`src/rtl/flex_updown_counter.sv`:
```
// flex_updown_counter: up/down counter over the run range 1..rollover_val.
// Supports wrap or saturate at the limits, synchronous parallel load and an
// enable prescaler. The flag and the wrap pulse are registered from the
// next-state value, so both line up with the count_out value they describe.
module flex_updown_counter #(
  parameter int NUM_CNT_BITS = 8,
  parameter int NUM_PRE_BITS = 4
) (
  input  logic                    clk,
  input  logic                    rst,
  input  logic                    clear,
  input  logic                    load,
  input  logic [NUM_CNT_BITS-1:0] load_val,
  input  logic                    count_enable,
  input  logic                    count_up,
  input  logic                    saturate,
  input  logic [NUM_PRE_BITS-1:0] prescale_val,
  input  logic [NUM_CNT_BITS-1:0] rollover_val,
  output logic [NUM_CNT_BITS-1:0] count_out,
  output logic                    rollover_flag,
  output logic                    wrap_pulse
);

  localparam logic [NUM_CNT_BITS-1:0] CNT_ONE = NUM_CNT_BITS'(1);
  localparam logic [NUM_PRE_BITS-1:0] PRE_ONE = NUM_PRE_BITS'(1);

  logic [NUM_PRE_BITS-1:0] pre;
  logic [NUM_PRE_BITS-1:0] pre_next;
  logic [NUM_CNT_BITS-1:0] step_val;
  logic                    step_wrap;
  logic [NUM_CNT_BITS-1:0] cnt_next;
  logic                    wrap_next;

  // Value the count would take if a step happened this cycle.
  // Counts above R snap back to R (down) or wrap/saturate (up).
  always_comb begin
    step_val  = count_out;
    step_wrap = 1'b0;
    if (rollover_val == '0) begin
      step_val = '0;
    end else if (count_up) begin
      if (count_out < rollover_val) begin
        step_val = count_out + CNT_ONE;
      end else if (saturate) begin
        step_val = rollover_val;
      end else begin
        step_val  = CNT_ONE;
        step_wrap = 1'b1;
      end
    end else begin
      if ((count_out == '0) || (count_out > rollover_val)) begin
        step_val = rollover_val;
      end else if (count_out != CNT_ONE) begin
        step_val = count_out - CNT_ONE;
      end else if (saturate) begin
        step_val = CNT_ONE;
      end else begin
        step_val  = rollover_val;
        step_wrap = 1'b1;
      end
    end
  end

  // Next-state selection: clear > load > prescaled step > hold.
  // The prescaler free-runs past prescale_val and wraps, so lowering
  // prescale_val mid-count just delays the next step.
  always_comb begin
    cnt_next  = count_out;
    pre_next  = pre;
    wrap_next = 1'b0;
    if (clear) begin
      cnt_next = '0;
      pre_next = '0;
    end else if (load) begin
      cnt_next = load_val;
      pre_next = '0;
    end else if (count_enable) begin
      if (pre == prescale_val) begin
        pre_next  = '0;
        cnt_next  = step_val;
        wrap_next = step_wrap;
      end else begin
        pre_next = pre + PRE_ONE;
      end
    end
  end

  // State registers with synchronous reset taking priority over everything.
  always_ff @(posedge clk) begin
    if (rst) begin
      count_out     <= '0;
      pre           <= '0;
      rollover_flag <= 1'b0;
      wrap_pulse    <= 1'b0;
    end else begin
      count_out     <= cnt_next;
      pre           <= pre_next;
      rollover_flag <= (cnt_next == rollover_val);
      wrap_pulse    <= wrap_next;
    end
  end

endmodule

```
`config.mk`:
```
export PLATFORM = sky130hd
export DESIGN_NAME = flex_updown_counter
export DESIGN_NICKNAME = d
export VERILOG_FILES = /design/src/rtl/flex_updown_counter.sv
export SDC_FILE = /design/constraint.sdc
export NUM_CORES = 1
export LEC_CHECK = 0
export BUFFER_PORTS_ARGS = -buffer_cell sky130_fd_sc_hd__clkbuf_2
export CAP_MARGIN = 10
export CORE_MARGIN = 3
export CORE_UTILIZATION = 41
export DETAILED_ROUTE_END_ITERATION = 6
export HOLD_SLACK_MARGIN = 0.05
export SYNTH_ARGS = -nofsm -noshare
export SYNTH_HDL_FRONTEND = slang
export SYNTH_SLANG_ARGS = --single-unit
```
`constraint.sdc`:
```
create_clock -name clk -period 3.6 [get_ports clk]
set_clock_uncertainty 0.1 [all_clocks]
set_input_delay 0.18 -clock clk [delete_from_list [all_inputs] [get_ports clk]]
set_output_delay 0.18 -clock clk [all_outputs]
set_load 0.1 [all_outputs]
```
==> flow_summary.ini <==
[clock_network]
insertion_delay_ns = 0.26
h-tree-depth = 1
cts_tree = done
ctsResizeCount = 0
post_cts_buffers = 0
path_clk_slew_ns = 0.07
cts_buffer_depth = 2
cts_root_buffer = clkbuf_8
cts_inserted_buffers = 3
cts.sinks = 14
hold_buffers = 0

[cells_and_area]
final_util_pct = 47.4
area_growth_pct = 7.88
fin_nets = 357
instances_no_fill = 383
drive_gt1_share_pct = 18.7
antenna_cells = 0

[power]
finalPower_uw = 607
p_leak_uw = 0.000936
powerDensity_nw_per_um2 = 261
irDropWorstVdd_mv = 0.174

[synthesis]
synth_edf_count = 0
synthMuxAreaShare_pct = 0.928
synth_area_leaders = dfxtp_1 (13%), ha_1 (7.5%), clkbuf_8 (5.1%), xor2_1 (4.1%), nor3_1 (3.9%)
synthFlopType = dfxtp_1
synth_compound_area_share_pct = 29.9
syn_area_um2 = 2160
ys_ff_latch = 14
synth_fp_nets = 329
yosysSeqAreaShare_pct = 13.0
synth_warnings = 0
synthCells = 289
synth_xor_area_share_pct = 6.90
synth.distinct_cells = 66
synth_top_family_by_area = compound AO/OA/AOI/OAI gates
synth_area_leader_cell = dfxtp_1
synth_simple_gate_area_share_pct = 29.8
synthAdderAreaFrac_pct = 7.54
syn_avg_cell_area_um2 = 7.47
async_reset_ff_share_pct = 0
synth_top_area_share_pct = 13.0

[worst_setup_path]
crit_path_end_kind = flop
cp_cell_sequence = ha_1 -> a21oi_1 -> o21ai_1 -> o21ai_1 -> nand3_1 -> a211oi_1 -> a2111oi_0 -> xnor2_1 -> o2111a_1
crit_arrival_ns = 3.31
required_ns = 3.70
crit_fanout = 10
cp_common_cell = o21ai_1
timing.critical_path.buf_inv = 0
critical_path.top_delay_family = compound AO/OA/AOI/OAI gates
critPathLaunchType = flop
crit_path_top_delay_cell = dfxtp_1
path_class = reg -> reg
max_stage_delay_ns = 0.60

[grt]
grtUsageTotal_pct = 25.6
grt_max_degree = 24
antenna_found_initial = 0
grt_pass1_vias = 2277
grt_pass1_wl_um = 12300
grt_overflow = 0

[detailed_routing]
avgRoutedWirePerCell_um = 20.2
first_pass_iters = 5
drt-initial-drc-count = 261
vias_per_cell = 6.43
drcViolationCount = 0
via_count = 2464
drt_wl_total_um = 7750
drtAntennaViolNets = 0

[sta]
slew_headroom_pct = 54.3
worst_slew_pin_slew_ns = 0.669
period_share_pct = 89.1
finalCriticalPeriod_ns = 3.21
finalSetupTns_ns = 0
hold_viol_final = 0
rsz0062_at_grt = false
finalSetupViolations = 0
fmax_ghz = 0.312
drv_slew = 0
final.setup.worst_slack_ns = 0.391

[die]
initial_utilization_pct = 43.9
dieArea_um2 = 6170
rows = 25
fp.dieW_um = 78.6
core_area_um2 = 4910
ios = 37
die_h_um = 78.6

[place]
place_inst = 379
gp_congestion = 1.06
port_buffers = 36
dp_slack_ns = 0.503
hpwl_um = 6100

[job]
max_cap_viol_count = 0

[outcome]
status = complete, no violations

[hold_path]
hold_path.class = in -> reg
[worst reg2reg max path: stages, from the launching register on]
cell and delay (ns):
dfxtp_1 0.60, ha_1 0.24, a21oi_1 0.08, o21ai_1 0.46
o21ai_1 0.33, nand3_1 0.25, a211oi_1 0.10, a2111oi_0 0.60
xnor2_1 0.20, o2111a_1 0.19
[area by class of cell]
cell class | instances | area (um^2)
Clock buffer | 4 | 55.1
Fill cell | 537 | 2580
Inverter | 17 | 63.8
Multi-Input combinational cell | 239 | 1620
Sequential cell | 14 | 280
Tap cell | 67 | 83.8
Timing Repair Buffer | 42 | 225
[state kept, by name, summed over array words and instances, names as in the netlist]
| name | cells |
|---|---|
| pre | 4 |
| count_out | 8 |
| rollover_flag | 1 |
| wrap_pulse | 1 |
[cell usage after synthesis, drive strengths merged, types with 6 or more instances]
cell type / count
nand2: 17
a211oi: 6
a21oi: 16
xor2: 10
nor2: 16
nor4: 10
buf: 6
nand3: 15
dfxtp: 14
inv: 17
clkbuf: 12
xnor2: 7
a221oi: 6
a31oi: 10
nor3: 18
nor2b: 6
nand2b: 7
o21ai: 15
ha: 13
[report_power, final]
group / total [uW] / switching [uW] / internal, uW
clock: 165 / 67.6 / 97.3
sequential: 170 / 10.4 / 159
combinational: 272 / 183 / 89.5
[metrics by stage]
stage | hold slack, ns | area [um^2]
6_report | 0.106 | 2330
5_1_grt | 0.130 | 2330
3_5_place_dp | 0.378 | 2270
4_1_cts | 0.108 | 2330
2_1_floorplan | 0.152 | 2160
3_3_place_gp | 0.383 | 2270
[cell families (layout without fill, tap and decap cells)]
logic type | after synthesis | in the layout
fa+ha+maj | 13 | 13
mux | 2 | 2
xor+xnor | 17 | 17
flops | 14 | 14
simple gates | 114 | 114
compound gates | 93 | 93
buf+inv | 36 | 63
[final timing paths]
path,start,to,slack [ns],depth (start not counted)
min,load_val[1],count_out[1],0.11,3
max reg2reg,count_out[4],rollover_flag,0.39,9
min reg2reg,pre[1],pre[1],0.42,2
max,count_out[4],rollover_flag,0.39,9
[placed cells by master (no fill, tap or decap), types with 6 or more instances in the layout]
cell / instances
a211oi_1: 6
nor3_1: 17
nand3_1: 15
nor2_1: 15
clkbuf_2: 36
nand2b_1: 6
ha_1: 13
xnor2_1: 7
buf_4: 6
a31oi_1: 10
dfxtp_1: 14
inv_1: 17
o21ai_0: 11
nand2_1: 16
a21oi_1: 16
nor4_1: 8
nor2b_1: 6
xor2_1: 10
a221oi_1: 6
[routing by layer]
metal	vias to the layer above	routed length, um	part of all wire (%)	track usage [%]
met5	-	0	0	0
met4	0	195	2.5	9.09
met3	19	714	9.2	4.13
met2	164	3410	44	39.8
met1	1115	3430	44	35.5
li1	1166	-	-	-
No activity file was read; power rests on OpenSTA's default activity.
